### src/rtl/alu_pkg.sv
// alu_pkg: shared FSM states, opcode constants and framing lengths for the ALU packet link
package alu_pkg;

    typedef enum logic [2:0] {
        IDLE,
        HDR,
        PAYLOAD,
        WAIT_RSP,
        RSP_OUT
    } state_t;

    localparam logic [7:0] OP_ADD = 8'h10;
    localparam logic [7:0] OP_SUB = 8'h11;
    localparam logic [7:0] OP_AND = 8'h12;
    localparam logic [7:0] OP_OR  = 8'h13;
    localparam logic [7:0] OP_XOR = 8'h14;

    localparam int HDR_LEN = 4;
    localparam int RSP_LEN = 4;

    // Total packet length in bytes: header plus four bytes per operand.
    function automatic logic [15:0] pkt_len(input logic [2:0] count);
        return 16'(HDR_LEN) + 16'({count, 2'b00});
    endfunction

endpackage

### src/rtl/alu_rsp_collector.sv
// alu_rsp_collector: assembles the 4-byte little-endian ALU result and watches for a response timeout
module alu_rsp_collector
    import alu_pkg::*;
#(
    parameter logic [31:0] TIMEOUT_P = 32'd100000
) (
    input  logic        clk_i,
    input  logic        rst_i,
    input  logic        active_i,
    input  logic        rx_fire_i,
    input  logic [7:0]  rx_byte_i,
    output logic [31:0] result_o,
    output logic        done_o,
    output logic        timeout_o
);

    logic [1:0]  nbytes;
    logic [31:0] ticks;

    // An arriving byte always beats expiry, so a timeout is only declared on an idle cycle.
    assign done_o    = active_i & rx_fire_i & (nbytes == 2'(RSP_LEN - 1));
    assign timeout_o = active_i & ~rx_fire_i & (ticks == TIMEOUT_P - 32'd1);

    // Counters sit at zero outside the wait window; the result is kept for the output phase.
    always_ff @(posedge clk_i or posedge rst_i) begin
        if (rst_i) begin
            nbytes   <= '0;
            ticks    <= '0;
            result_o <= '0;
        end else if (!active_i) begin
            nbytes <= '0;
            ticks  <= '0;
        end else if (rx_fire_i) begin
            result_o <= {rx_byte_i, result_o[31:8]};
            nbytes   <= nbytes + 2'd1;
            ticks    <= '0;
        end else if (timeout_o) begin
            result_o <= '0;
            ticks    <= '0;
        end else begin
            ticks <= ticks + 32'd1;
        end
    end

endmodule

### src/rtl/alu_packet_sender.sv
// alu_packet_sender: frames an ALU command into a UART byte packet and returns the 32-bit result
module alu_packet_sender
    import alu_pkg::*;
#(
    parameter int          DATA_WIDTH_P   = 8,
    parameter int          MAX_OPERANDS_P = 4,
    parameter logic [31:0] TIMEOUT_P      = 32'd100000
) (
    input  logic                        clk_i,
    input  logic                        rst_i,
    input  logic                        cmd_valid_i,
    output logic                        cmd_ready_o,
    input  logic [7:0]                  cmd_opcode_i,
    input  logic [2:0]                  cmd_count_i,
    input  logic [32*MAX_OPERANDS_P-1:0] cmd_operands_i,
    output logic [DATA_WIDTH_P-1:0]     tx_data_o,
    output logic                        tx_valid_o,
    input  logic                        tx_ready_i,
    input  logic [DATA_WIDTH_P-1:0]     rx_data_i,
    input  logic                        rx_valid_i,
    output logic                        rx_ready_o,
    output logic [31:0]                 rsp_data_o,
    output logic                        rsp_valid_o,
    input  logic                        rsp_ready_i,
    output logic                        err_o,
    output logic                        busy_o
);

    localparam int OP_W  = 32 * MAX_OPERANDS_P;
    localparam int IDX_W = $clog2(OP_W);

    state_t              state;
    logic [7:0]          opcode;
    logic [2:0]          count;
    logic [OP_W-1:0]     operands;
    logic [15:0]         pos;
    logic [15:0]         len;
    logic [15:0]         pidx;
    logic [IDX_W-1:0]    bit_idx;
    logic [7:0]          tx_byte;
    logic                legal;
    logic                tx_fire;
    logic                rx_fire;
    logic                rsp_done;
    logic                rsp_timeout;

    // pos counts bytes of the whole packet; payload bytes map straight onto the flat operand vector.
    assign len     = pkt_len(count);
    assign pidx    = pos - 16'(HDR_LEN);
    assign bit_idx = IDX_W'({pidx, 3'b000});
    assign legal   = (cmd_count_i != 3'd0) && (32'(cmd_count_i) <= 32'(MAX_OPERANDS_P));

    assign cmd_ready_o = (state == IDLE);
    assign busy_o      = (state != IDLE);
    assign tx_valid_o  = (state == HDR) || (state == PAYLOAD);
    assign rx_ready_o  = (state != RSP_OUT);
    assign rsp_valid_o = (state == RSP_OUT);
    assign tx_fire     = tx_valid_o & tx_ready_i;
    assign rx_fire     = rx_valid_i & rx_ready_o;
    assign tx_data_o   = DATA_WIDTH_P'(tx_byte);

    // Byte on the wire is a pure function of held state, so it cannot move during a stall.
    always_comb begin
        tx_byte = 8'h00;
        if (state == HDR)
            tx_byte = (pos[1:0] == 2'd0) ? opcode :
                      (pos[1:0] == 2'd1) ? 8'h00 :
                      (pos[1:0] == 2'd2) ? len[7:0] : len[15:8];
        else if (state == PAYLOAD)
            tx_byte = operands[bit_idx +: 8];
    end

    alu_rsp_collector #(
        .TIMEOUT_P (TIMEOUT_P)
    ) u_collector (
        .clk_i     (clk_i),
        .rst_i     (rst_i),
        .active_i  (state == WAIT_RSP),
        .rx_fire_i (rx_fire),
        .rx_byte_i (rx_data_i[7:0]),
        .result_o  (rsp_data_o),
        .done_o    (rsp_done),
        .timeout_o (rsp_timeout)
    );

    // Packet framing FSM; err_o is a registered single-cycle pulse.
    always_ff @(posedge clk_i or posedge rst_i) begin
        if (rst_i) begin
            state    <= IDLE;
            opcode   <= '0;
            count    <= '0;
            operands <= '0;
            pos      <= '0;
            err_o    <= 1'b0;
        end else begin
            err_o <= 1'b0;
            case (state)
                IDLE: begin
                    if (cmd_valid_i) begin
                        if (legal) begin
                            opcode   <= cmd_opcode_i;
                            count    <= cmd_count_i;
                            operands <= cmd_operands_i;
                            pos      <= '0;
                            state    <= HDR;
                        end else begin
                            err_o <= 1'b1;
                        end
                    end
                end
                HDR: begin
                    if (tx_fire) begin
                        pos <= pos + 16'd1;
                        if (pos == 16'(HDR_LEN - 1))
                            state <= PAYLOAD;
                    end
                end
                PAYLOAD: begin
                    if (tx_fire) begin
                        pos <= pos + 16'd1;
                        if (pos == len - 16'd1)
                            state <= WAIT_RSP;
                    end
                end
                WAIT_RSP: begin
                    if (rsp_done) begin
                        state <= RSP_OUT;
                    end else if (rsp_timeout) begin
                        err_o <= 1'b1;
                        state <= IDLE;
                    end
                end
                RSP_OUT: begin
                    if (rsp_ready_i)
                        state <= IDLE;
                end
                default: state <= IDLE;
            endcase
        end
    end

endmodule

### config.mk
export PLATFORM = sky130hd
export DESIGN_NAME = alu_packet_sender
export DESIGN_NICKNAME = d
export VERILOG_FILES = /design/src/rtl/alu_pkg.sv /design/src/rtl/alu_rsp_collector.sv /design/src/rtl/alu_packet_sender.sv
export SDC_FILE = /design/constraint.sdc
export NUM_CORES = 1
export LEC_CHECK = 0
export CAP_MARGIN = 10
export CORE_ASPECT_RATIO = 0.7
export CORE_UTILIZATION = 57
export CTS_CLUSTER_DIAMETER = 40
export DETAILED_ROUTE_END_ITERATION = 7
export DONT_BUFFER_PORTS = 1
export PLACE_DENSITY = 0.75
export SLEW_MARGIN = 20
export SYNTH_ARGS = -nofsm -noshare
export SYNTH_HDL_FRONTEND = slang
export SYNTH_SLANG_ARGS = --single-unit
### constraint.sdc
create_clock -name clk_i -period 6.7 [get_ports clk_i]
set_clock_uncertainty 0.05 [all_clocks]
set_input_delay 1.005 -clock clk_i [delete_from_list [all_inputs] [get_ports clk_i]]
set_output_delay 1.005 -clock clk_i [all_outputs]
set_load 0.05 [all_outputs]
* Yosys cells after proc, flatten, opt, wreduce, memory -nomap -nowiden
Index checks and enable logic that the tools add are counted.
** Operators by class
- Add/sub/neg operators :: 6
- Magnitude comparators :: 1
- Equality and inequality tests :: 21
- Shift-type cells :: 1
- Multiplexer cells :: 31
- Bitwise logic cells :: 7
- Reductions and logical operators :: 13
** Operators with widths (number)
- 32-bit two-way mux :: 5
- 128-bit by 8-bit variable part select with 8-bit output :: 1
- 16-bit two-way mux :: 3
- 32-bit by 1-bit adder with 32-bit output (second input constant) :: 1
- 32-bit by 17-bit equality test with 1-bit output (second input constant) :: 1
- 16-bit one-hot mux with 2 select lines :: 1
- 3-bit two-way mux :: 9
- 8-bit two-way mux :: 3
- 16-bit by 1-bit adder with 16-bit output (second input constant) :: 1
- 16-bit equality test :: 1
- 16-bit by 2-bit equality test with 1-bit output (second input constant) :: 1
- 3-bit one-hot mux with 5 select lines :: 1
- 6-bit two-way mux :: 2
- 2-bit by 1-bit != test with 1-bit output (second input constant) :: 5
- 2-bit != test (second input constant) :: 4
- 8-bit AND reduction :: 1
- 6-bit by 1-bit subtractor with 7-bit output (second input constant) :: 1
- 3-bit by 5-bit adder with 6-bit output (first input constant) :: 1
- 1-bit bitwise AND :: 6
- 3-bit by 2-bit equality test with 1-bit output (second input constant) :: 2
- 3-bit != test (second input constant) :: 2
- 3-bit nonzero test :: 2
- 2-bit equality test (second input constant) :: 2
- 1-bit two-way mux :: 4
- 18 further kinds :: 20
** Word-level totals
- Bits in registers :: 225

* Longest topological paths before layout
- Depth after elaboration :: 8
- Gate-level depth with buffers :: 8
- Depth with buffers taken out :: 7

* Hierarchy
A second synthesis with hierarchy kept.
** Second synthesis, totals
- Cell total of the unflattened synthesis :: 1185
- Area total of the unflattened synthesis :: 11164.5 sq um
** Modules (own cells, without submodules)
- alu_packet_sender :: times used 1, cells each 822, area each 7757.4 sq um
- alu_rsp_collector :: times used 1, cells each 363, area each 3407.0 sq um

* Worst setup path after synthesis
OpenSTA, ideal clock, no wires.
- Path type :: register to output
- Start :: register pos[2]
- End :: output tx_data_o[0]
- Arrival time :: 2901 ps
- Required time :: 5645 ps
- Setup slack :: 2744 ps
- Stages on the path, launching flop included :: 8
- Path buffers :: 2
- Cells stage by stage :: dfrtp_1 > buf_1 > inv_1 > ha_1 > clkbuf_1 > mux4_2 > inv_1 > o21ai_0
** On the way
- Word-level cells in the longest chain between the ends :: 4
** RTL lines
- start, declared :: line alu_packet_sender.sv:36 : logic [15:0] pos;
- start signal, assigned :: line alu_packet_sender.sv:113 : pos <= pos + 16'd1;
- start signal, assigned :: line alu_packet_sender.sv:120 : pos <= pos + 16'd1;
- 4-bit by 3-bit subtractor with 4-bit output :: line alu_packet_sender.sv:49 : assign pidx = pos - 16'(HDR_LEN);
- 128-bit by 8-bit variable part select with 8-bit output :: line alu_packet_sender.sv:70 : tx_byte = operands[bit_idx +: 8];
- 8-bit two-way mux :: line alu_packet_sender.sv:69 : else if (state == PAYLOAD)
- 8-bit two-way mux :: line alu_packet_sender.sv:65 : if (state == HDR)
- end, declared :: line alu_packet_sender.sv:16 : output logic [DATA_WIDTH_P-1:0] tx_data_o,
No other way between the ends.

* Final worst setup path
- Start :: register pos[2]
- End :: output tx_data_o[3]
Same word-level chain as after synthesis.

==> impl_metrics.ini <==
[critical_path]
cp-endpoint = tx_data_o[3]
required_ns = 5.64
cp-end-kind = output pin
r2r_cells = 7
reg2reg_from = state[0]
r2r_end = pos[11]
reg2reg_slack_ns = 3.83
startpoint = pos[2]
cp.arrival_ns = 3.21
worstSetupPathType = flip-flop to output pin
crit_path_max_fanout = 13
setup.worst_path.start_class = flip-flop

[timing]
finalHoldViolations = 0
fmax_mhz = 235
slew_headroom_pct = 21.8
setup_violations = 0
tightest_slew_ns = 1.20
min_period_over_period_pct = 63.6
rsz0062_at_grt = false
timing.setup.tns_ns = 0
period_needed_ns = 4.26
slew_violations = 0
holdWs_ns = 0.430

[yosys]
ys_ff_latch = 225
synthFlopType = dfrtp_1
async_flop_share_pct = 100
synth_edf_count = 0
yosysUniqueCellTypes = 48
synth_cells = 1073
syn_area_um2 = 10500
ys_seq_area_share_pct = 53.8
synth_nets = 1235
avgSynthCellArea_um2 = 9.75
ys_warn_count = 0

[floorplan]
placementRows = 41
die_h_um = 115
dieArea_um2 = 18900
core-area_um2 = 18000
pin_count = 199
die_w_um = 164
start_util_pct = 58.1

[detailed_routing]
post_drt_wl_per_cell_um = 19.2
drt_iter0_markers = 727
via_per_inst = 5.85
firstDrtPassIters = 5
drcViolationCount = 0
drt_wl_total_mm = 25.1
ant_nets = 0
vias = 7629

[place]
dp_hpwl_mm = 17.9
port_buffers = 0
place_congestion = 0.894

[clocking]
numCtsBuffers = 25
hold_buffers = 0
clk_latency_ns = 0.52
clock_path_buffers = 3
clk_pin_slew_ns = 0.06
cts_resized = 0
cts_setup_buffers = 0
cts_tree = built
htreeDepth = 1
clkSinkCount = 225
ctsRootBufferMaster = clkbuf_16

[flow_run]
cap_violations = 0

[pwr]
combPwrFrac_pct = 28.0
clock_power_share_pct = 25.3
peakVddDrop_uv = 343
p_seq_share_pct = 46.7
leakage_nw = 5.50
p_switching_mw = 2.14
swShare_pct = 38.8
powerDensity_nw_per_um2 = 482
p_int_mw = 3.37

[global_route]
grt_antenna_before_repair = 5
grt_max_degree = 153
grt_pass1_vias = 7083
overflow = 0
track_usage_pct = 27.1
grt_pass1_wl_mm = 38.9

[run_status]
status = finished clean

[finish]
final_common_cell = nand2_1
final_cell_mix = nand2_1, dfrtp_1, nor2_1
layout.nets = 1212
area_growth_pct = 9.24
fillers = 1411
layout-drive-gt1-share_pct = 9.47

[hold_path]
holdCritPathClass = flip-flop to flip-flop
==> critical path, stage by stage (launching register included) <==
cell and delay [ns]:
dfrtp_1 0.73, inv_1 0.17, ha_1 0.54, mux4_2 0.27, inv_1 0.04, o221ai_1 0.92
==> stage by stage <==
stage / total power, mW / utilization, % / instance area [µm²] / setup WS [ns] / std cells
2_1_floorplan: 3.68 / - / 10500 / 2.71 / 1073
3_5_place_dp: 4.11 / 58.8 / 10600 / 2.80 / 1259
6_report: 5.51 / 63.5 / 11400 / 2.44 / 1303
5_1_grt: 5.80 / 63.5 / 11400 / 2.26 / 1302
3_3_place_gp: 4.08 / 58.8 / 10600 / 2.86 / 1259
4_1_cts: 5.52 / 63.4 / 11400 / 2.25 / 1302
==> power by group through the flow <==
stage,clock [mW],combinational [mW],sequential [mW]
6_report,1.39,1.54,2.57
5_1_grt,1.47,1.70,2.63
4_1_cts,1.41,1.54,2.57
3_5_place_dp,0,1.53,2.59
3_3_place_gp,0,1.47,2.60
2_1_floorplan,0,1.35,2.32
==> cells by family after synthesis <==
logic type / after synthesis / synth area share (%)
AND/OR/NAND/NOR: 592 / 23.6
adder cells (fa/ha/maj): 9 / 1.08
AO/OA/AOI/OAI: 83 / 5.87
multiplexers: 41 / 8.70
XOR/XNOR: 42 / 3.52
flip-flops: 225 / 53.8
buffers and inverters: 81 / 3.47
==> metal layers <==
| layer | vias up | share of wire, % | global-route usage, % |
|---|---|---|---|
| li1 | 3529 | - | - |
| met1 | 3713 | 43 | 38.8 |
| met2 | 318 | 44 | 40.4 |
| met3 | 61 | 9.6 | 8.01 |
| met4 | 8 | 2.9 | 7.96 |
| met5 | - | 0.23 | 0 |
==> synthesized netlist by cell type, drive strengths merged, types with 2 or more instances <==
cell	instances	area share, %
nand3b	2	0.14
o221ai	4	0.33
a21oi	4	0.19
o211ai	3	0.22
nor4	7	0.56
a31oi	3	0.18
and3	7	0.42
and4	7	0.59
nor3b	3	0.22
nor3	9	0.43
o21ai	23	1.1
inv	21	0.75
nand4	16	0.96
o2111ai	2	0.17
a21o	2	0.14
or4	2	0.18
nor2b	2	0.12
xnor2	12	1.0
nand3	16	0.77
dfrtp	225	54
a22o	33	2.8
mux4	40	8.6
or3	7	0.42
clkbuf	29	1.0
nand2	448	16
nor2	56	2.0
buf	31	1.7
ha	9	1.1
xor2	30	2.5
nor4b	2	0.17
o41ai	2	0.17
and2	5	0.30
==> sequential cells by signal, summed over array words and instances (netlist names) <==
signal and flops:
count 3, u_collector.nbytes 2, u_collector.ticks 32, operands 128, pos 16, err_o 1, opcode 8, u_collector.result_o 32
state 3
==> layout make-up <==
| cell class | instances | area [µm²] | area share, % |
|---|---|---|---|
| Antenna cell | 1 | 2.50 | 0.0219 |
| Tap cell | 236 | 295 | 2.58 |
| Multi-Input combinational cell | 767 | 4490 | 39.3 |
| Sequential cell | 225 | 5630 | 49.3 |
| Clock buffer | 31 | 678 | 5.93 |
| Inverter | 21 | 82.6 | 0.722 |
| Clock inverter | 12 | 161 | 1.41 |
| Timing Repair Buffer | 10 | 87.6 | 0.766 |
==> how the worst min path moves through the flow <==
stage	depth (start not counted)	slack (ns)	startpoint	to
after global placement	2	0.42	operands[15]	operands[15]
after global routing	2	0.45	operands[31]	operands[31]
final	2	0.43	operands[31]	operands[31]
after CTS	2	0.43	operands[31]	operands[31]
after floorplan	2	0.39	operands[112]	operands[112]
after detailed placement	2	0.41	operands[111]	operands[111]
Note: power is estimated with default switching activity, not from simulation.
